`src/rtl/conv_row_sender.sv`:
```
// Ping-pong row buffer feeding the pooling layer.
// One buffer fills while the other is held for a single-cycle send pulse.
module conv_row_sender #(
  parameter int DATA_WIDTH   = 32,
  parameter int ROW_SIZE     = 6,
  parameter int NUM_ROWS     = 6,
  parameter int NUM_FEATURES = 4,
  parameter int GAP_CYCLES   = 2
) (
  input  logic                           clk,
  input  logic                           rst,
  input  logic                           clear,
  input  logic                           in_valid,
  input  logic [DATA_WIDTH-1:0]          in_data,
  output logic                           in_ready,
  output logic                           valid,
  output logic [1:0]                     feature_idx,
  output logic [2:0]                     feature_row,
  output logic [ROW_SIZE*DATA_WIDTH-1:0] data_out,
  output logic                           frame_done
);

  localparam int CW = (ROW_SIZE > 1) ? $clog2(ROW_SIZE) : 1;
  localparam int GW = (GAP_CYCLES > 1) ? $clog2(GAP_CYCLES) : 1;
  localparam int RW = ROW_SIZE * DATA_WIDTH;

  typedef enum logic [1:0] {
    IDLE,
    SEND,
    GAP
  } state_e;

  state_e          state_q, state_d;
  logic [GW-1:0]   gap_q, gap_d;
  logic [CW-1:0]   wr_cnt_q, wr_cnt_d;
  logic            fill_ptr_q, fill_ptr_d;
  logic            send_ptr_q, send_ptr_d;
  logic [1:0]      full_q, full_d;
  logic [2:0]      row_q, row_d;
  logic [1:0]      feat_q, feat_d;
  logic [2:0]      frow_q, frow_d;
  logic [1:0]      fidx_q, fidx_d;
  logic [RW-1:0]   dout_q, dout_d;
  logic [RW-1:0]   send_row;
  logic            accept;
  logic            last_slot;
  logic            load;
  logic            rel;

  logic [DATA_WIDTH-1:0] buf_q [2][ROW_SIZE];

  assign in_ready  = ~rst & ~full_q[fill_ptr_q];
  assign accept    = in_valid & in_ready & ~clear;
  assign last_slot = (wr_cnt_q == CW'(ROW_SIZE - 1));

  assign valid       = (state_q == SEND) & ~clear;
  assign frame_done  = valid
                     & (fidx_q == 2'(NUM_FEATURES - 1))
                     & (frow_q == 3'(NUM_ROWS - 1));
  assign feature_idx = fidx_q;
  assign feature_row = frow_q;
  assign data_out    = dout_q;

  // Element 0 lands in the most significant slot.
  always_comb begin
    send_row = '0;
    for (int k = 0; k < ROW_SIZE; k++) begin
      send_row[RW-1-k*DATA_WIDTH -: DATA_WIDTH] = buf_q[send_ptr_q][k];
    end
  end

  always_comb begin
    state_d = state_q;
    gap_d   = gap_q;
    load    = 1'b0;
    rel     = 1'b0;
    unique case (state_q)
      IDLE: begin
        if (full_q[send_ptr_q]) begin
          state_d = SEND;
          load    = 1'b1;
        end
      end
      SEND: begin
        rel     = 1'b1;
        gap_d   = '0;
        state_d = (GAP_CYCLES > 0) ? GAP : IDLE;
      end
      GAP: begin
        if (gap_q == GW'(GAP_CYCLES - 1)) begin
          state_d = IDLE;
        end else begin
          gap_d = gap_q + GW'(1);
        end
      end
      default: state_d = IDLE;
    endcase
    if (clear) begin
      state_d = IDLE;
      gap_d   = '0;
      load    = 1'b0;
      rel     = 1'b0;
    end
  end

  always_comb begin
    wr_cnt_d   = wr_cnt_q;
    fill_ptr_d = fill_ptr_q;
    send_ptr_d = send_ptr_q;
    full_d     = full_q;
    row_d      = row_q;
    feat_d     = feat_q;
    frow_d     = frow_q;
    fidx_d     = fidx_q;
    dout_d     = dout_q;
    // Release and fill always target different buffers.
    if (rel) begin
      full_d[send_ptr_q] = 1'b0;
      send_ptr_d         = ~send_ptr_q;
    end
    if (accept) begin
      if (last_slot) begin
        full_d[fill_ptr_q] = 1'b1;
        wr_cnt_d           = '0;
        fill_ptr_d         = ~fill_ptr_q;
      end else begin
        wr_cnt_d = wr_cnt_q + CW'(1);
      end
    end
    if (load) begin
      dout_d = send_row;
      frow_d = row_q;
      fidx_d = feat_q;
      if (row_q == 3'(NUM_ROWS - 1)) begin
        row_d  = '0;
        feat_d = (feat_q == 2'(NUM_FEATURES - 1)) ? 2'd0 : feat_q + 2'd1;
      end else begin
        row_d = row_q + 3'd1;
      end
    end
    if (clear) begin
      wr_cnt_d   = '0;
      fill_ptr_d = 1'b0;
      send_ptr_d = 1'b0;
      full_d     = '0;
      row_d      = '0;
      feat_d     = '0;
      frow_d     = '0;
      fidx_d     = '0;
    end
  end

  always_ff @(posedge clk or posedge rst) begin
    if (rst) begin
      state_q    <= IDLE;
      gap_q      <= '0;
      wr_cnt_q   <= '0;
      fill_ptr_q <= 1'b0;
      send_ptr_q <= 1'b0;
      full_q     <= '0;
      row_q      <= '0;
      feat_q     <= '0;
      frow_q     <= '0;
      fidx_q     <= '0;
      dout_q     <= '0;
    end else begin
      state_q    <= state_d;
      gap_q      <= gap_d;
      wr_cnt_q   <= wr_cnt_d;
      fill_ptr_q <= fill_ptr_d;
      send_ptr_q <= send_ptr_d;
      full_q     <= full_d;
      row_q      <= row_d;
      feat_q     <= feat_d;
      frow_q     <= frow_d;
      fidx_q     <= fidx_d;
      dout_q     <= dout_d;
    end
  end

  // Row storage needs no reset; the full flags gate every read.
  always_ff @(posedge clk) begin
    if (accept) begin
      buf_q[fill_ptr_q][wr_cnt_q] <= in_data;
    end
  end

endmodule

```
`config.mk`:
```
export PLATFORM = sky130hd
export DESIGN_NAME = conv_row_sender
export DESIGN_NICKNAME = d
export VERILOG_FILES = /design/src/rtl/conv_row_sender.sv
export SDC_FILE = /design/constraint.sdc
export NUM_CORES = 1
export LEC_CHECK = 0
export BUFFER_PORTS_ARGS = -buffer_cell sky130_fd_sc_hd__buf_4
export CORE_MARGIN = 2
export CORE_UTILIZATION = 60
export DETAILED_ROUTE_END_ITERATION = 10
export PLACE_DENSITY = 0.78
export SLEW_MARGIN = 5
export SYNTH_ARGS = -nofsm -noshare
export SYNTH_HDL_FRONTEND = slang
export SYNTH_SLANG_ARGS = --single-unit
export TNS_END_PERCENT = 1
```
`constraint.sdc`:
```
create_clock -name clk -period 18.92 [get_ports clk]
set_input_delay 1.892 -clock clk [delete_from_list [all_inputs] [get_ports clk]]
set_output_delay 1.892 -clock clk [all_outputs]
set_load 0.02 [all_outputs]
```
# Word-level counts from Yosys, hierarchy flattened
# Memory sizes are Yosys's and may differ from the RTL's. A register that Yosys moved wholly into a read port is not among the register bits.
# Cells that the tools add are included.
# word_totals
mem_bits_ro	0
input_bits	36
mem_bits_rw	384
word_cells	105
output_inout_bits	200
latch_bits	0
memories	1
ff_bits	20
# op_classes
mux	47
n_eq_ne	9
magnitude_cmp	6
n_addsub	4
bitwise_logic	15
mul	0
n_reduce_logical	13
div_mod_pow	0
shifts	0
# mem_list
name	words	word_bits	read_ports	rd_ports_with_merged_regs	write_ports	line_no	source
buf_q	2	192	1	1	1	50	logic [DATA_WIDTH-1:0] buf_q [2][ROW_SIZE];
# op_table
operator	count
$mux 192	1
$demux 32 s3	1
$mux 32	1
$mux 2	13
$mux 3	8
$mux 1	19
$reduce_bool 2->1	5
$eq 3x3->1 const B	3
$add 3x1->3 const B	2
$and 1x1->1	6
$eq 2x2->1 const B	3
$ne 3x3->1 const B	2
$pmux 2 s3	1
$reduce_and 2->1	3
$not 1->1	5
$ge 4x4->1 const B	1
$lt 1x2->1 const B	2
$lt 4x1->1 const B	1
$not 3->4	1
$logic_and 1x1->1	3
$reduce_bool 3->1	1
$add 2x1->2 const B	1
$and 2x2->2	1
$demux 1 s1	2
other kinds (7)	8

# Longest topological paths before layout
# Gate-level depths: netlist of run 1.
# depth
ltp_word	11
ltp_mapped	6
ltp_nobuf	3

# Worst setup path after synthesis of run 1
# Ideal clock, no wire load.
# synth_timing
path_type	input -> output
from	input port clear
to	output port frame_done
path_slack_ns	14.292
stages	3
n_path_buf	1
t_required_ns	17.028
arrival_ns	2.736
path_cell_list	clkbuf_1 nor2_1 and3_1
# synth_between
elab_chain_cells	4
# synth_lines
item	line_no	source
start, declared	12	input logic clear,
$not 1->1	56	assign valid = (state_q == SEND) & ~clear;
$and 1x1->1	56	
via valid	16	output logic valid,
$and 1x1->1	58	& (fidx_q == 2'(NUM_FEATURES - 1))
$and 1x1->1	59	& (frow_q == 3'(NUM_ROWS - 1));
end, declared	20	output logic frame_done
# The timed path passes the listed nets, and every way through them passes these cells.

# Worst setup path in the final report of run 1
# layout_timing
from	input port clear
to	output port frame_done
# layout_between
elab_chain_cells	4
# layout_lines
item	line_no
$not 1->1	56
$and 1x1->1	56
$and 1x1->1	58
$and 1x1->1	59
# Every way passes these cells.

==> impl_metrics.csv, run 1 <==
group,metric,value,unit
placed_design,hpwl,25590,um
clock_network,cts_buffer_depth,3,
worst_setup_path,worst_r2r_endpoint,"data_out[98]$_DFFE_PP0P_",
synth,synthXorXnorAreaFrac,0.03976,%
pwr,p_leak,10.64,nW
pwr,peakVddDrop,0.06749,mV
final_layout,num_antenna_cells,0,
floorplanning,io-pin-count,236,
pwr,p_switching,490.8,uW
pwr,p_int,2.097,mW
sta,drv_slew,0,
final_layout,drive_above_1_share,44.59,%
final_layout,syn_to_final_growth,18.95,%
worst_setup_path,critical_path_peak_fanout,20,
placed_design,dp_slack,14.43,ns
worst_setup_path,r2r_start,"send_ptr_q$_DFFE_PP0P_",
route,via_per_inst,5.758,
global_routing,antenna_found_initial,0,
sta,slew_headroom,12.02,%
sta,rsz0062_at_grt,"no",
worst_setup_path,reg2reg_setup_slack,15.08,ns
sta,setup_viol,0,
worst_setup_path,worstSetupEndpointType,"output port",
clock_network,hold_buffers,0,
sta,layout_min_cycle_time,4.460,ns
synth,ys_ff_latch,596,
pwr,power.total,2.588,mW
route,drc_errors,0,
pwr,power_frac_comb,1.5,%
synth,yosys.cell_types.count,37,
synth,synth_top_family_by_area,"multiplexers",
final_layout,final_nets,1412,
synth,synth-seq-area-share,76.44,%
clock_network,htree_levels,2,
min_path,holdPathStages,1,
worst_setup_path,cp_num_buf_inv,2,
synth,syn_inst,1122,
synth,synth_mux_area_share,19.84,%
synth,synth_compound_area_share,0.8862,%
route,antenna_left,0,
floorplanning,fp.dieArea,38260,um2
worst_setup_path,slowest_delay,0.19,ns
placed_design,gp_congestion,0.7884,
floorplanning,rows,70,
global_routing,grt_pass1_wl,68310,um
floorplanning,core,36350,um2
clock_network,cts_tree,"built",
route,vias,10883,
sta,tightest_slew,1.317,ns
sta,setup_tns,0,ns
worst_setup_path,slowest_stage,"buf_4",
global_routing,grt_overflow,0,
clock_network,cts.repair.resized,0,
clock_network,cts_buffers,56,
min_path,min_to,"data_out[186]$_DFFE_PP0P_",
worst_setup_path,required,17.03,ns
clock_network,cts.sinks,596,
flow_run,max_cap_viol_count,0,
pwr,clkPwrFrac,44.7,%
synth,synth_fa_ha_area_share,0,%
synth,async_flop_share,35.57,%
sta,finClkSkew,0.01148,ns
route,drtIter0Drc,733,
clock_network,cts_root_buf,"clkbuf_16",
route,first_pass_iters,4,
global_routing,grt_max_degree,175,
worst_setup_path,crit_type,"in2out",
route,wl_per_cell,23.62,um
synth,synth_area,22030,um2
worst_setup_path,cp_top_family,"simple AND/OR/NAND/NOR gates",
synth,synth_top_flop_cell,"edfxtp_1",
synth,yosys_warnings,0,
floorplanning,start_util,60.60,%
final_layout,final_util,72.08,%
worst_setup_path,cp.arrival,2.57,ns
route,wirelength,44640,um
worst_setup_path,cp-start-kind,"primary input",
synth,synth.avg_cell_area,19.63,um2
global_routing,grt_pass1_vias,11389,
clock_network,cts_setup_buffers,0,
min_path,min_from,"data_out[186]$_DFFE_PP0P_",
clock_network,clk_latency,0.57,ns
min_path,min-delay-path-class,"reg2reg",
placed_design,numPortBuffers,235,
pwr,power_frac_seq,53.9,%
worst_setup_path,path_common_cell,"buf_4",
sta,finalCritPeriodShare,23.57,%
clock_network,path_clk_slew,0.06,ns
sta,fin_ws,14.46,ns
floorplanning,die_w,195.6,um
sta,fmax,224.2,MHz
outcome,status,"completed",
synth,yosys.area_share.simple,1.386,%
synth,synthesis.nets,1158,
floorplanning,die_h,195.6,um
global_routing,grt_usage,23.76,%
pwr,p_sw_share,18.96,%
worst_setup_path,crit_chain,"buf_4, nor2_1, and3_1, buf_4",
synth,synth_edf_count,384,
sta,hold_viol_final,0,
worst_setup_path,rr_worst_depth,4,
pwr,powerDensity,98.78,nW/um2
## synthesized netlist by cell type (all sizes together), types with 2 or more instances
cell	count	area, um2
a21oi	14	70.07
o211ai	2	15.01
inv	3	11.26
dfrtp	212	5305
mux2	386	4347
edfxtp	384	11530
nand3b	2	15.01
or3b	2	17.52
nand2	4	15.01
nor2	17	63.81
o21ai	14	70.07
or4	3	22.52
buf	28	225.2
or3	3	18.77
or4b	2	20.02
nand3	5	25.02
nand2b	7	43.79
clkbuf	20	75.07
## routing by layer
layer / vias up / share of wire (%) / GRT usage (%)
met4: 0 / 2.4 / 7.436
li1: 4780 / - / -
met2: 323 / 49 / 38.20
met3: 64 / 5.0 / 3.869
met1: 5716 / 44 / 33.99
met5: - / 0 / 0
## sequential cells by signal (all words and copies together) (netlist names)
name and cells:
feat_q 2, feature_row 3, row_q 3, buf_q 384
feature_idx 2, full_q 2, state_q 2, wr_cnt_q 3
gap_q 1, data_out 192, fill_ptr_q 1, send_ptr_q 1
## worst max path at each step
stage,from,end,slack [ns],depth (start not counted)
3_5_place_dp,clear,data_out[96]$_DFFE_PP0P_,14.43,4
6_report,clear,frame_done,14.46,4
2_1_floorplan,rst,data_out[0]$_DFFE_PP0P_,11.23,1
4_1_cts,clear,frame_done,14.48,4
5_1_grt,clear,frame_done,14.44,4
3_3_place_gp,clear,frame_done,14.39,4
## layout make-up
type	count	area, um2
Clock buffer	76	1548
Clock inverter	28	370.4
Fill cell	2184	10150
Inverter	3	18.77
Multi-Input combinational cell	475	4969
Sequential cell	596	16840
Tap cell	468	585.6
Timing Repair Buffer	244	1869
## layout by cell type, fill, tap and decap left out, types with 11 or more instances in the layout
master     netlist  layout
edfxtp_1       384     384
mux2_2         286     286
buf_4            9     241
dfrtp_1        212     211
mux2_1         100     100
clkbuf_16        0      57
o21ai_0         14      14
a21oi_1         14      14
clkbuf_1        20      14
nor2_4           0      12
clkinv_2         0      11
## cell families after synthesis
| group | count (synthesis) |
|---|---|
| flops | 596 |
| xor+xnor | 1 |
| buf+inv | 51 |
| compound gates | 35 |
| simple gates | 52 |
| mux | 387 |
## power by group through the flow
stage	combinational [mW]	sequential [mW]	clock, mW
floorplan	0.0122	1.42	0
global placement	0.0372	1.42	0
detailed placement	0.0389	1.42	0
CTS	0.0389	1.39	1.17
global route	0.0425	1.39	1.23
finish	0.0381	1.39	1.16
## per-stage QoR
step | hold slack [ns] | std cells | area [um2]
floorplan | 0.5191 | 1122 | 22030
CTS | 0.4907 | 1888 | 26160
global placement | 0.4691 | 1784 | 24240
finish | 0.4888 | 1890 | 26200
global route | 0.5096 | 1890 | 26200
detailed placement | 0.4760 | 1784 | 24240
Power figures use the tool's default switching activity.
==> run 2, diff against run 1 <==
Settings changed: ABC_AREA set to 1, CORE_UTILIZATION 60 to 53, PLACE_DENSITY 0.78 to 0.73.
Clock period 18.92 ns to 3.8 ns, I/O delays scaled along.
==> impl_metrics.csv, run 2 <==
group,metric,value,unit
sta,drv_slew,0,
synth,synth.avg_cell_area,11.26,um2
clock_network,cts_buffer_depth,3,
sta,fin_ws,0.9190,ns
global_routing,grt_usage,24.99,%
worst_setup_path,cp.arrival,3.42,ns
route,antenna_left,0,
route,wirelength,54530,um
route,first_pass_iters,5,
route,drtIter0Drc,1305,
clock_network,path_clk_slew,0.06,ns
final_layout,final_nets,2248,
synth,synthXorXnorAreaFrac,0,%
route,wl_per_cell,19.48,um
final_layout,drive_above_1_share,16.68,%
floorplanning,die_h,210.1,um
synth,syn_inst,2001,
clock_network,cts.sinks,596,
worst_setup_path,cp-start-kind,"flop",
clock_network,clk_latency,0.60,ns
final_layout,final_cell_mix,"1006 x nand2_1, 384 x edfxtp_1, 258 x buf_4, 211 x dfrtp_1, 192 x o21ai_0",
global_routing,antenna_found_initial,0,
floorplanning,core,41950,um2
clock_network,cts_tree,"built",
synth,synthesis.nets,2037,
synth,ys_top_cells_by_area,"edfxtp_1 51%, dfrtp_1 24%, nand2_1 17%",
clock_network,cts_root_buf,"clkbuf_16",
final_layout,top_register,"buf_q",
synth,yosys.cell_types.count,21,
sta,hold_viol_final,0,
placed_design,dp_slack,0.8970,ns
sta,fmax,347.1,MHz
clock_network,htree_levels,2,
flow_run,max_cap_viol_count,0,
route,vias,15034,
final_layout,syn_to_final_growth,18.93,%
sta,setup_viol,0,
route,drc_errors,0,
sta,slew_headroom,20.61,%
global_routing,grt_max_degree,123,
final_layout,num_antenna_cells,0,
pwr,peakVddDrop,0.3450,mV
clock_network,cts_buffers,56,
global_routing,grt_overflow,0,
synth,synth_most_common_cell,"nand2_1",
worst_setup_path,worstSetupEndpointType,"flop",
pwr,powerDensity,517.6,nW/um2
floorplanning,die_w,210.1,um
worst_setup_path,critical_path_peak_fanout,57,
pwr,p_leak,12.19,nW
synth,synth_fa_ha_area_share,0,%
synth,synth_top_family_by_area,"simple AND/OR/NAND/NOR gates",
synth,yosys_warnings,0,
worst_setup_path,required,4.34,ns
min_path,holdPathStages,1,
sta,finalCritPeriodShare,75.81,%
synth,synth_compound_area_share,4.478,%
synth,yosys.area.top_type_share,51.20,%
worst_setup_path,crit_type,"reg2reg",
worst_setup_path,rr_worst_depth,7,
floorplanning,io-pin-count,236,
synth,synth-seq-area-share,74.75,%
synth,yosysTopAreaCell,"edfxtp_1",
synth,synthTopCellsByCount,"1006 x nand2_1, 384 x edfxtp_1, 212 x dfrtp_1",
synth,yosys.area_share.simple,18.09,%
synth,ys_ff_latch,596,
clock_network,cts.repair.resized,0,
floorplanning,start_util,53.69,%
final_layout,final_common_cell,"nand2_1",
sta,finClkSkew,0.02215,ns
synth,async_flop_share,35.57,%
final_layout,final_util,63.86,%
global_routing,grt_pass1_vias,14695,
placed_design,hpwl,32310,um
placed_design,gp_congestion,0.8121,
sta,rsz0062_at_grt,"no",
min_path,min-delay-path-class,"in2reg",
sta,layout_min_cycle_time,2.881,ns
synth,synth_area,22520,um2
pwr,power.total,13.86,mW
outcome,status,"completed",
floorplanning,rows,75,
final_layout,largest_reg_flops,384,
global_routing,grt_pass1_wl,84210,um
floorplanning,fp.dieArea,44160,um2
route,via_per_inst,5.371,
synth,synth_top_flop_cell,"edfxtp_1",
placed_design,numPortBuffers,235,
sta,tightest_slew,1.191,ns
synth,synth_edf_count,384,
synth,synth_mux_area_share,0,%
==> run 2: cell count changes after synthesis, moves of 7 or more <==
cell	before	now
nand2_1	4	1006
mux2_2	286	0
o21ai_0	14	192
mux2_1	100	0
clkbuf_1	20	61
nand3_1	5	28
inv_1	3	22
a21oi_1	14	0
buf_2	9	23
buf_1	0	12
nor2_1	17	27
buf_6	10	1
o21ai_1	0	8
nand2b_1	7	0
==> run 2: through the flow <==
step | setup TNS [ns] | instance area, um2 | hold WS (ns) | std cells
floorplan | -319.86 | 22560 | 0.4358 | 2001
global placement | 0 | 24830 | 0.3637 | 2692
detailed placement | 0 | 24830 | 0.3673 | 2692
CTS | 0 | 26790 | 0.07098 | 2799
global route | 0 | 26790 | 0.08404 | 2799
finish | 0 | 26790 | 0.09464 | 2799
==> run 2: layout make-up <==
type / count / area (um2)
Sequential cell: 596 / 16840
Fill cell: 3128 / 15160
Multi-Input combinational cell: 1269 / 5166
Timing Repair Buffer: 265 / 2058
Clock buffer: 66 / 1544
Tap cell: 539 / 674.4
Clock inverter: 40 / 404.1
Inverter: 24 / 98.84
==> run 2: cells by family after synthesis <==
family	count (synthesis)
buffers and inverters	136
DFF	596
AOI/OAI and AO/OA	201
and+or+nand+nor	1068
==> run 2: what timing repair did <==
item / in CTS / in global routing
endpoints found under the hold margin: 4 / 0
setup endpoints to repair: 0 / 0
buffers inserted: 0 / 0
hold buffers: 1 / 0
==> run 2: power by group <==
group	switching (mW)	total (mW)	internal, mW	leakage [nW]
registers	0.120	7.21	7.09	6.36
logic	0.558	0.846	0.288	4.87
clock network	2.41	5.80	3.39	0.960
==> run 2: worst paths after layout <==
| kind | from | end | slack [ns] |
|---|---|---|---|
| min | in_data[1] | buf_q[0][1]$_DFFE_PP_ | 0.09 |
| min in group asynchronous | rst | wr_cnt_q[2]$_DFFE_PP0P_ | 0.30 |
| max reg2reg | send_ptr_q$_DFFE_PP0P_ | data_out[177]$_DFFE_PP0P_ | 0.92 |
| max in group asynchronous | rst | data_out[177]$_DFFE_PP0P_ | 1.61 |
| max | send_ptr_q$_DFFE_PP0P_ | data_out[177]$_DFFE_PP0P_ | 0.92 |
| min reg2reg | gap_q$_DFFE_PP0P_ | state_q[1]$_DFFE_PP0P_ | 0.49 |
==> run 2: metal layers <==
layer,vias up,track usage (%),wire length [um]
li1,7009,-,-
met1,7341,34.73,22630
met2,577,40.64,26520
met3,107,3.263,3551
met4,0,9.856,1828
met5,-,0,0
==> run 2: worst max-delay path, stage by stage, from the launching register on <==
cell	delay (ns)
dfrtp_4	0.50
inv_6	0.28
nand2_1	0.16
nand3_4	0.38
buf_4	0.53
buf_4	0.57
o21ai_0	0.20
nand2_1	0.14
